--- src/rtl/pipe_hazard_if.sv ---
// Pipeline hazard handshake bundle: ID/EX hazard sources and data-memory status
// in, stage-register enables and NOP-insert flushes out.
interface pipe_hazard_if;
  logic [4:0] rs1_id;
  logic [4:0] rs2_id;
  logic       use_rs1_id;
  logic       use_rs2_id;
  logic [4:0] rd_ex;
  logic       mem_read_ex;
  logic       mispredict_ex;
  logic       dmem_ready;
  logic       pc_en;
  logic       if_id_en;
  logic       id_ex_en;
  logic       ex_mem_en;
  logic       mem_wb_en;
  logic       if_id_flush;
  logic       id_ex_flush;

  modport master (
    output rs1_id, rs2_id, use_rs1_id, use_rs2_id, rd_ex, mem_read_ex,
           mispredict_ex, dmem_ready,
    input  pc_en, if_id_en, id_ex_en, ex_mem_en, mem_wb_en,
           if_id_flush, id_ex_flush
  );

  modport slave (
    input  rs1_id, rs2_id, use_rs1_id, use_rs2_id, rd_ex, mem_read_ex,
           mispredict_ex, dmem_ready,
    output pc_en, if_id_en, id_ex_en, ex_mem_en, mem_wb_en,
           if_id_flush, id_ex_flush
  );
endinterface

--- src/rtl/pipe_hazard_ctrl.sv ---
// Five-stage pipeline hazard controller: load-use stall, redirect flush, memory-wait
// freeze with sticky timeout. Define PIPE_HAZARD_PERF_EN to build the perf counters.
module pipe_hazard_ctrl #(
  parameter int unsigned MAX_WAIT = 255
) (
  input  logic        clk,
  input  logic        rst,
  pipe_hazard_if.slave hz,
  output logic [1:0]  state,
  output logic        mem_timeout,
  output logic [31:0] stall_cnt,
  output logic [31:0] flush_cnt
);

  typedef enum logic [1:0] {
    ST_RUN   = 2'd0,
    ST_WAIT  = 2'd1,
    ST_REDIR = 2'd2
  } state_t;

  localparam logic [7:0] WAIT_MAX = 8'(MAX_WAIT);

  state_t     state_q;
  logic [7:0] wait_cnt;
  logic [7:0] wait_nxt;
  logic       pend_redir;
  logic       load_use;
  logic       redir_take;
  logic [4:0] en;
  logic       if_id_flush_c;
  logic       id_ex_flush_c;

  always_comb begin
    load_use = hz.mem_read_ex && (hz.rd_ex != 5'd0) &&
               ((hz.use_rs1_id && (hz.rs1_id == hz.rd_ex)) ||
                (hz.use_rs2_id && (hz.rs2_id == hz.rd_ex)));
  end

  // Mealy control: everything defaults to a full freeze, which also covers rst
  // and dmem_ready=0 in every state.
  always_comb begin
    en            = '0;
    if_id_flush_c = 1'b0;
    id_ex_flush_c = 1'b0;
    redir_take    = 1'b0;
    wait_nxt      = 8'd1;
    if (state_q == ST_WAIT)
      wait_nxt = (wait_cnt == WAIT_MAX) ? wait_cnt : wait_cnt + 8'd1;
    if (!rst && hz.dmem_ready) begin
      case (state_q)
        ST_REDIR: begin
          en            = '1;
          if_id_flush_c = 1'b1;
        end
        ST_RUN, ST_WAIT: begin
          if (hz.mispredict_ex || (state_q == ST_WAIT && pend_redir)) begin
            redir_take    = 1'b1;
            en            = '1;
            if_id_flush_c = 1'b1;
            id_ex_flush_c = 1'b1;
          end else if (load_use) begin
            en            = 5'b00111;
            id_ex_flush_c = 1'b1;
          end else begin
            en = '1;
          end
        end
        default: ;
      endcase
    end
  end

  assign hz.pc_en       = en[4];
  assign hz.if_id_en    = en[3];
  assign hz.id_ex_en    = en[2];
  assign hz.ex_mem_en   = en[1];
  assign hz.mem_wb_en   = en[0];
  assign hz.if_id_flush = if_id_flush_c;
  assign hz.id_ex_flush = id_ex_flush_c;

  always_ff @(posedge clk) begin
    if (rst) begin
      state_q     <= ST_RUN;
      wait_cnt    <= '0;
      pend_redir  <= 1'b0;
      mem_timeout <= 1'b0;
    end else if (!hz.dmem_ready) begin
      state_q  <= ST_WAIT;
      wait_cnt <= wait_nxt;
      if (wait_nxt == WAIT_MAX)
        mem_timeout <= 1'b1;
      // A redirect interrupted by a freeze is owed once memory releases.
      if ((state_q == ST_WAIT && hz.mispredict_ex) || state_q == ST_REDIR)
        pend_redir <= 1'b1;
    end else begin
      state_q    <= redir_take ? ST_REDIR : ST_RUN;
      wait_cnt   <= '0;
      pend_redir <= 1'b0;
    end
  end

  assign state = state_q;

`ifdef PIPE_HAZARD_PERF_EN
  logic [31:0] stall_q;
  logic [31:0] flush_q;

  always_ff @(posedge clk) begin
    if (rst) begin
      stall_q <= '0;
      flush_q <= '0;
    end else begin
      if (!en[4])
        stall_q <= stall_q + 32'd1;
      if (redir_take)
        flush_q <= flush_q + 32'd1;
    end
  end

  assign stall_cnt = stall_q;
  assign flush_cnt = flush_q;
`else
  assign stall_cnt = '0;
  assign flush_cnt = '0;
`endif

endmodule

--- src/flat_wrapper.sv ---
// flat-port wrapper written by rule: the top's interface ports become plain ports
module pipe_hazard_ctrl_flat 
#(
  parameter int unsigned MAX_WAIT = 255
)
  (clk, rst, state, mem_timeout, stall_cnt, flush_cnt, hz_rs1_id, hz_rs2_id, hz_use_rs1_id, hz_use_rs2_id, hz_rd_ex, hz_mem_read_ex, hz_mispredict_ex, hz_dmem_ready, hz_pc_en, hz_if_id_en, hz_id_ex_en, hz_ex_mem_en, hz_mem_wb_en, hz_if_id_flush, hz_id_ex_flush);
  pipe_hazard_if hz_i ();
  input  logic clk;
  input  logic rst;
  output logic [1:0] state;
  output logic mem_timeout;
  output logic [31:0] stall_cnt;
  output logic [31:0] flush_cnt;
  input wire logic [$bits(hz_i.rs1_id)-1:0] hz_rs1_id;
  input wire logic [$bits(hz_i.rs2_id)-1:0] hz_rs2_id;
  input wire logic [$bits(hz_i.use_rs1_id)-1:0] hz_use_rs1_id;
  input wire logic [$bits(hz_i.use_rs2_id)-1:0] hz_use_rs2_id;
  input wire logic [$bits(hz_i.rd_ex)-1:0] hz_rd_ex;
  input wire logic [$bits(hz_i.mem_read_ex)-1:0] hz_mem_read_ex;
  input wire logic [$bits(hz_i.mispredict_ex)-1:0] hz_mispredict_ex;
  input wire logic [$bits(hz_i.dmem_ready)-1:0] hz_dmem_ready;
  output wire logic [$bits(hz_i.pc_en)-1:0] hz_pc_en;
  output wire logic [$bits(hz_i.if_id_en)-1:0] hz_if_id_en;
  output wire logic [$bits(hz_i.id_ex_en)-1:0] hz_id_ex_en;
  output wire logic [$bits(hz_i.ex_mem_en)-1:0] hz_ex_mem_en;
  output wire logic [$bits(hz_i.mem_wb_en)-1:0] hz_mem_wb_en;
  output wire logic [$bits(hz_i.if_id_flush)-1:0] hz_if_id_flush;
  output wire logic [$bits(hz_i.id_ex_flush)-1:0] hz_id_ex_flush;
  assign hz_i.rs1_id = hz_rs1_id;
  assign hz_i.rs2_id = hz_rs2_id;
  assign hz_i.use_rs1_id = hz_use_rs1_id;
  assign hz_i.use_rs2_id = hz_use_rs2_id;
  assign hz_i.rd_ex = hz_rd_ex;
  assign hz_i.mem_read_ex = hz_mem_read_ex;
  assign hz_i.mispredict_ex = hz_mispredict_ex;
  assign hz_i.dmem_ready = hz_dmem_ready;
  assign hz_pc_en = hz_i.pc_en;
  assign hz_if_id_en = hz_i.if_id_en;
  assign hz_id_ex_en = hz_i.id_ex_en;
  assign hz_ex_mem_en = hz_i.ex_mem_en;
  assign hz_mem_wb_en = hz_i.mem_wb_en;
  assign hz_if_id_flush = hz_i.if_id_flush;
  assign hz_id_ex_flush = hz_i.id_ex_flush;
  pipe_hazard_ctrl #(.MAX_WAIT(MAX_WAIT)) u_core (.clk(clk), .rst(rst), .hz(hz_i), .state(state), .mem_timeout(mem_timeout), .stall_cnt(stall_cnt), .flush_cnt(flush_cnt));
endmodule
--- config.mk ---
export PLATFORM = sky130hd
export DESIGN_NAME = pipe_hazard_ctrl_flat
export DESIGN_NICKNAME = d
export VERILOG_FILES = /design/src/rtl/pipe_hazard_if.sv /design/src/rtl/pipe_hazard_ctrl.sv /design/src/flat_wrapper.sv
export SDC_FILE = /design/constraint.sdc
export NUM_CORES = 1
export LEC_CHECK = 0
export CAP_MARGIN = 20
export CELL_PAD_IN_SITES_DETAIL_PLACEMENT = 0
export CELL_PAD_IN_SITES_GLOBAL_PLACEMENT = 1
export CORE_MARGIN = 3
export CORE_UTILIZATION = 23
export DETAILED_ROUTE_END_ITERATION = 10
export PLACE_DENSITY = 0.93
export SLEW_MARGIN = 20
export SYNTH_ARGS = -nofsm -noshare
export SYNTH_HDL_FRONTEND = slang
export SYNTH_SLANG_ARGS = --single-unit
--- constraint.sdc ---
create_clock -name clk -period 2.6 [get_ports clk]
set_input_delay 0.52 -clock clk [delete_from_list [all_inputs] [get_ports clk]]
set_output_delay 0.52 -clock clk [all_outputs]
set_load 0.1 [all_outputs]
Yosys cells after proc, flatten, opt, wreduce, memory -nomap -nowiden
Cells that the tools add are included.
{"block": "word_totals", "reg_bits": 12, "word_cells": 47, "inputBits": 22}
{"block": "op_classes", "n_bitwise": 1, "mux": 17, "n_eq_ne": 6, "n_addsub": 1, "reduce_logical": 17}
{"operator": "equality test 8 bit (second input constant)", "n": 2}
{"operator": "2-to-1 mux 8 bit", "n": 2}
{"operator": "2-to-1 mux 5 bit", "n": 3}
{"operator": "equality test 5 bit", "n": 2}
{"operator": "one-hot mux 5 bit (2 select lines)", "n": 1}
{"operator": "2-to-1 mux 1 bit", "n": 9}
{"operator": "adder 8 x 1 -> 8 bit (second input constant)", "n": 1}
{"operator": "logical AND 1 bit", "n": 7}
{"operator": "OR reduction 2 bit", "n": 3}
{"operator": "nonzero test 5 bit", "n": 1}
{"operator": "logical OR 1 bit", "n": 3}
{"operator": "equality test 2 x 1 -> 1 bit (second input constant)", "n": 1}
{"operator": "equality test 2 bit (second input constant)", "n": 1}
{"operator": "zero test 2 bit", "n": 1}
{"operator": "2-to-1 mux 2 bit", "n": 1}
{"operator": "one-hot mux 1 bit (2 select lines)", "n": 1}
{"operator": "AND reduction 2 bit", "n": 1}
{"operator": "zero test 1 bit", "n": 1}
{"operator": "NOT 1 bit", "n": 1}

Depth between registers and ports, before layout
Gate-level depths: netlist of run 1.
{"block": "depth", "ltp_word": 8, "mapped_depth": 5}

Worst setup path before layout of run 1
No wires, ideal clock.
{"block": "synth_timing", "path_type": "register to output", "from": "register u_core.state_q[0] (netlist: u_core.state[0])", "to": "output port hz_pc_en", "slack_ns": -1.799, "required_ns": 2.080, "stages_incl_launch_ff": 4, "t_arrival_ns": 3.879, "path_cell_list": "dfxtp_1 > a21oi_1 > o31a_1 > buf_4"}
{"block": "synth_between", "elab_chain_cells": 6, "word_cells_on_any_way": 9}
{"element": "start, declared", "line": "pipe_hazard_ctrl.sv:23", "rtl": "state_t state_q;"}
{"element": "start signal, assigned", "line": "pipe_hazard_ctrl.sv:96", "rtl": "state_q <= redir_take ? ST_REDIR : ST_RUN;"}
{"element": "equality test 2 x 1 -> 1 bit", "line": "pipe_hazard_ctrl.sv:50, pipe_hazard_ctrl.sv:56"}
{"element": "logical AND 1 bit", "line": "pipe_hazard_ctrl.sv:56", "rtl": "if (hz.mispredict_ex || (state_q == ST_WAIT && pend_redir)) begin"}
{"element": "logical OR 1 bit", "line": "pipe_hazard_ctrl.sv:56"}
{"element": "2-to-1 mux 5 bit", "line": "pipe_hazard_ctrl.sv:56"}
{"element": "one-hot mux 5 bit (2 select lines) *", "line": "pipe_hazard_ctrl.sv:50", "rtl": "case (state_q)"}
{"element": "2-to-1 mux 5 bit *", "line": "pipe_hazard_ctrl.sv:49", "rtl": "if (!rst && hz.dmem_ready) begin"}
{"element": "end, declared", "line": "flat_wrapper.sv:22", "rtl": "output wire logic [$bits(hz_i.pc_en)-1:0] hz_pc_en;"}
Every way passes the cells marked *; elsewhere a longest branch is shown, timed or not.

Final worst setup path of run 1
{"block": "layout_timing", "from": "input port hz_dmem_ready", "to": "output port hz_id_ex_flush"}
{"block": "layout_between", "elab_chain_cells": 2}
{"element": "start, declared", "line": "flat_wrapper.sv:21", "rtl": "input wire logic [$bits(hz_i.dmem_ready)-1:0] hz_dmem_ready;"}
{"element": "logical AND 1 bit", "line": "pipe_hazard_ctrl.sv:49"}
{"element": "2-to-1 mux 1 bit", "line": "pipe_hazard_ctrl.sv:49"}
{"element": "end, declared", "line": "flat_wrapper.sv:28", "rtl": "output wire logic [$bits(hz_i.id_ex_flush)-1:0] hz_id_ex_flush;"}
Every way passes these cells.

==> results of run 1 <==
[timing repair]
action	4_1_cts	5_1_grt
setup endpoints to repair	3	3
gates cloned	0	0
pin swaps	4	5
gates resized for setup	7	11
[worst max-delay path by stage]
stage / start / end / slack [ps] / cells after the start
floorplan: rst / hz_pc_en / -70 / 4
global placement: hz_rd_ex[0] / hz_id_ex_flush / -200 / 6
detailed placement: hz_rd_ex[0] / hz_id_ex_flush / -210 / 6
CTS: hz_rd_ex[1] / hz_id_ex_flush / 10 / 7
global route: hz_rd_ex[0] / hz_if_id_en / 0.9 / 6
finish: hz_dmem_ready / hz_id_ex_flush / 70 / 5
[cell usage in the layout, fill, tap and decap left out, drive strengths merged, types with 2 or more instances in the layout]
cell,synthesis,layout
or3,3,3
xor2,9,9
nor2,11,11
nand2b,2,2
a211oi,3,3
nor4,3,3
clkbuf,0,5
nand3,3,3
clkdlybuf4s50,0,8
dlymetal6s2s,0,9
a31oi,4,4
a21oi,5,5
conb,1,64
nand2,5,5
and2,2,2
inv,2,2
nor3,5,5
o21ai,2,2
dfxtp,12,12
dlygate4sd2,0,3
xnor2,2,2
buf,68,17
[layout make-up]
type | count | area, µm²
Clock buffer | 4 | 55.1
Fill cell | 544 | 3610
Inverter | 2 | 7.51
Multi-Input combinational cell | 142 | 795
Sequential cell | 12 | 243
Tap cell | 70 | 87.6
Timing Repair Buffer | 38 | 439
[power breakdown]
part,switching (mW),internal [mW]
clock,0.0682,0.134
combinational,0.491,0.0712
sequential,0.00616,0.188
total,0.565,0.393
[logic make-up after synthesis]
logic type	count (synthesis)	share of synthesized area
fa+ha+maj	1	0.00975
flops	12	0.187
other cells	1	0.00292
compound gates	21	0.108
mux	2	0.0166
buf+inv	70	0.407
simple gates	43	0.193
xor+xnor	11	0.0751
[layer usage]
metal | wire length (µm) | up-vias
met5 | 0 | -
met3 | 202 | 4
li1 | - | 493
met1 | 894 | 461
met4 | 44 | 0
met2 | 1470 | 47
[worst max-delay path: stages]
cell and delay, ps:
clkdlybuf4s50_1 550, nand2b_1 150, or3_1 420, o21bai_4 180
buf_12 190
[through the flow]
| step | util | cells |
|---|---|---|
| 6_report | 0.311 | 268 |
| 4_1_cts | 0.307 | 268 |
| 2_1_floorplan | - | 224 |
| 5_1_grt | 0.311 | 268 |
| 3_3_place_gp | 0.295 | 264 |
| 3_5_place_dp | 0.295 | 264 |
[sequential cells by signal (all words and copies together), names as in the netlist]
signal / count
u_core.wait_cnt: 8
u_core.state: 2
u_core.mem_timeout: 1
u_core.pend_redir: 1
==> impl_metrics.csv, run 1 <==
group,metric,value,unit
hold_path,hold_path_depth,2,
floorplan,io_pins,96,
place,pre_cts_ws,-212,ps
floorplan,die_area,6510,µm²
yosys,yosysWarnings,0,
clock_network,numCtsBuffers,3,
grt,grt_overflow,0,
clock_network,clock_latency,240,ps
finish,diodes,0,
clock_network,ctsHtreeMaxLevel,1,
hold_path,min-delay-start,"u_core.mem_timeout",
yosys,synth-seq-cells,12,
route,drt_first_pass_iters,4,
grt,gr-usage-all-layers,0.0745,
sta,fin_ws,65.3,ps
power_and_ir_drop,finalPower,0.958,mW
worst_setup_path,crit_type,"input port to output port",
finish,drive_gt1_frac,0.157,
worst_setup_path,reg2reg_depth,6,
worst_setup_path,endpoint_kind,"output port",
yosys,ys_types,39,
power_and_ir_drop,ir_drop,0.000204,V
floorplan,core-area,5240,µm²
yosys,synth_most_common_cell,"buf_4",
finish,fin_nets,222,
floorplan,die_h,80.7,µm
sta,hold_violations,0,
floorplan,dieWidth,80.7,µm
yosys,synthFlopType,"dfxtp_1",
clock_network,cts_hold_buffers,0,
yosys,seq_area_frac_synth,0.187,
sta,grt_setup_unrepaired,"false",
yosys,synth_top_area_frac,0.392,
place,place_congestion,0.783,
grt,grt-busiest-layer,"met2",
sta,fmax,395,MHz
finish,syn_to_final_growth,26.8,%
worst_setup_path,crit_arrival,2010,ps
worst_setup_path,startpoint_type,"input port",
sta,period_needed,2530,ps
route,first_iter_violations,47,
yosys,ys_top_cells_by_count,"67 x buf_4, 12 x dfxtp_1, 11 x nor2_1",
run,max_cap_violations,0,
place,port-buffer-count,31,
grt,grt_use_met1,0.0750,
sta,fin_crit_sh,0.975,
yosys,avgSynthCellArea,7.97,µm²
clock_network,cts_sinks,12,
route,routed_wl,2610,µm
clock_network,ctsLongestPathBuffers,2,
yosys,synthCells,161,
grt,grt_pass1_wl,3770,µm
place,place_area,1550,µm²
route,vias,1005,
route,route.detailed.drc,0,
floorplan,rows,26,
floorplan,initial_core_util,0.245,
sta,finClkSkew,1.67,ps
power_and_ir_drop,p_per_area,589,nW/µm²
grt,grt_max_degree,11,
sta,setup_viol,0,
yosys,synth_edf_count,0,
hold_path,hp-class,"register to register",
grt,globalRouteMet3Util,0.00897,
grt,antenna_found_initial,0,
run_status,status,"finished, final reports clean",
worst_setup_path,crit_path_max_fanout,4,
hold_path,whs_endpoint,"u_core.mem_timeout",
yosys,netlist.top_cell.by_area,"buf_4",
place,hpwl,2200,µm
sta,whs,470,ps
clock_network,cts_root_buf,"clkbuf_8",
route,antenna_left,0,
clock_network,cts_tree,"built",
finish,final_area,1630,µm²
clock_network,cts_setup_buffers,0,
grt,grt_pass1_vias,855,
sta,drv_slew,0,
clock_network,clk_pin_slew,50,ps
worst_setup_path,r2r_start,"u_core.wait_cnt[0]",
grt,grtUsageMet2,0.146,
worst_setup_path,required,2080,ps
worst_setup_path,rrSetupSlack,640,ps
route,via_per_inst,3.75,
sta,setup_tns,0,ps
yosys,ys_top_cells_by_area,"buf_4 39%, dfxtp_1 19%, xor2_1 6.1%, nor2_1 3.2%, a21oi_1 2.0%",
yosys,async_flop_share,0,
yosys,netlist_area,1280,µm²
power_and_ir_drop,p_leak,0.795,nW
route,wl_per_cell,9.73,µm
worst_setup_path,r2r_end,"u_core.mem_timeout",
Power figures use the tool's default switching activity.
==> run 2, diff against run 1 <==
--- a/config.mk
+++ b/config.mk
@@ -12,6 +12,7 @@
 export CORE_UTILIZATION = 23
 export DETAILED_ROUTE_END_ITERATION = 10
 export PLACE_DENSITY = 0.93
+export RECOVER_POWER = 100
 export SLEW_MARGIN = 20
 export SYNTH_ARGS = -nofsm -noshare
 export SYNTH_HDL_FRONTEND = slang
==> impl_metrics.csv, run 2 (same netlist as run 1, synthesis figures left out) <==
group,metric,value,unit
clock_network,cts_hold_buffers,0,
floorplan,die_h,80.7,µm
finish,largest_register,"u_core.wait_cnt",
run,max_cap_violations,0,
worst_setup_path,max_stage_delay,550,ps
route,first_iter_violations,50,
clock_network,clk_pin_slew,50,ps
worst_setup_path,crit_buf_inv,2,
route,drt_first_pass_iters,4,
route,vias,1017,
sta,fin_ws,67.9,ps
worst_setup_path,reg2reg_depth,6,
finish,final_common_cell,"conb_1",
grt,grt_pass1_vias,855,
clock_network,cts_setup_buffers,0,
sta,setup_tns,0,ps
finish,diodes,0,
sta,grt_setup_unrepaired,"false",
power_and_ir_drop,p_leak,0.764,nW
grt,grt_pass1_wl,3770,µm
floorplan,dieWidth,80.7,µm
sta,hold_violations,0,
finish,drive_gt1_frac,0.126,
hold_path,hp-class,"register to register",
floorplan,die_area,6510,µm²
power_and_ir_drop,finalPower,0.948,mW
clock_network,numCtsBuffers,3,
grt,grt_max_degree,11,
clock_network,cts_tree,"built",
route,wl_per_cell,9.72,µm
sta,finClkSkew,2.45,ps
clock_network,cts_sinks,12,
place,place_area,1550,µm²
grt,gr-usage-all-layers,0.0745,
worst_setup_path,path_delay_family,"buffers and inverters",
worst_setup_path,crit_path_max_fanout,4,
floorplan,io_pins,96,
sta,tightest_slew,1200,ps
clock_network,clock_latency,240,ps
place,pre_cts_ws,-212,ps
worst_setup_path,crit_type,"input port to output port",
floorplan,rows,26,
sta,period_needed,2530,ps
finish,final_util,0.300,
run_status,status,"finished, final reports clean",
sta,drv_slew,0,
power_and_ir_drop,ir_drop,0.000203,V
route,route.detailed.drc,0,
finish,syn_to_final_growth,22.6,%
floorplan,initial_core_util,0.245,
place,place_congestion,0.783,
power_and_ir_drop,p_per_area,603,nW/µm²
clock_network,cts_root_buf,"clkbuf_8",
floorplan,core-area,5240,µm²
clock_network,ctsLongestPathBuffers,2,
sta,fin_crit_sh,0.974,
hold_path,hold_path_depth,2,
grt,antenna_found_initial,0,
route,routed_wl,2610,µm
sta,max_slew_margin,0.204,
place,port-buffer-count,31,
worst_setup_path,required,2080,ps
place,hpwl,2200,µm
finish,fin_nets,222,
worst_setup_path,critical_path.cell_chain,"clkdlybuf4s50_1 > nand2b_1 > or3_1 > o21bai_4 > buf_12",
route,via_per_inst,3.79,
sta,setup_viol,0,
finish,layout_common_cells,"64 x conb_1, 10 x nor2_1, 10 x dfxtp_1",
worst_setup_path,critical-path-slowest-cell,"clkdlybuf4s50_1",
worst_setup_path,worstSetupPathDepth,5,
sta,fmax,395,MHz
clock_network,ctsHtreeMaxLevel,1,
worst_setup_path,crit_arrival,2010,ps
worst_setup_path,startpoint_type,"input port",
worst_setup_path,endpoint_kind,"output port",
grt,grt_overflow,0,
finish,final_area,1570,µm²
finish,largest_reg_flops,8,
route,antenna_left,0,
==> run 2: cell count changes in the layout (fill, tap and decap cells not counted), moves of 2 or more <==
cell,change
buf_4,-7
clkbuf_1,+6
buf_12,-3
clkbuf_2,+2
==> run 2: worst register-to-register path: cells and delay by family, from the launching register on <==
family | cells | cell delay [ps]
adder cells (fa/ha/maj) | 1 | 310
buffers and inverters | 1 | 250
AO/OA/AOI/OAI | 1 | 270
multiplexers | 1 | 370
flip-flops | 1 | 450
AND/OR/NAND/NOR | 2 | 320
==> run 2: repair_timing <==
action | in CTS | in global routing
endpoints found under the setup margin | 3 | 3
resized for setup | 7 | 11
pin swaps | 4 | 5
==> run 2: layout make-up <==
type | instances | area (µm²)
Timing Repair Buffer | 38 | 385
Clock buffer | 4 | 55.1
Inverter | 2 | 7.51
Fill cell | 556 | 3660
Tap cell | 70 | 87.6
Multi-Input combinational cell | 142 | 795
Sequential cell | 12 | 243
==> run 2: worst paths after layout <==
kind,startpoint,end,slack [ps]
setup / recovery,hz_dmem_ready,hz_id_ex_flush,70
hold reg to reg,u_core.mem_timeout,u_core.mem_timeout,460
setup reg to reg,u_core.wait_cnt[0],u_core.mem_timeout,540
hold / removal,u_core.mem_timeout,u_core.mem_timeout,460
==> run 2: metal layers <==
metal / up-vias / GRT usage / wire, µm
met5: - / 0 / 0
met3: 4 / 0.00897 / 212
met4: 0 / 0.0405 / 44
li1: 495 / - / -
met1: 469 / 0.0750 / 878
met2: 49 / 0.146 / 1470
==> run 2: where the power goes <==
group          total [mW]  internal, mW  switching, mW
clock               0.201         0.134         0.0671
sequential          0.194         0.188        0.00608
combinational       0.553        0.0632          0.490
total               0.948         0.384          0.563
==> run 2: metrics by stage <==
stage	std cells	hold WS, ps
after floorplan	224	484
after global placement	264	456
after detailed placement	264	462
after CTS	268	472
after global routing	268	513
final	268	464
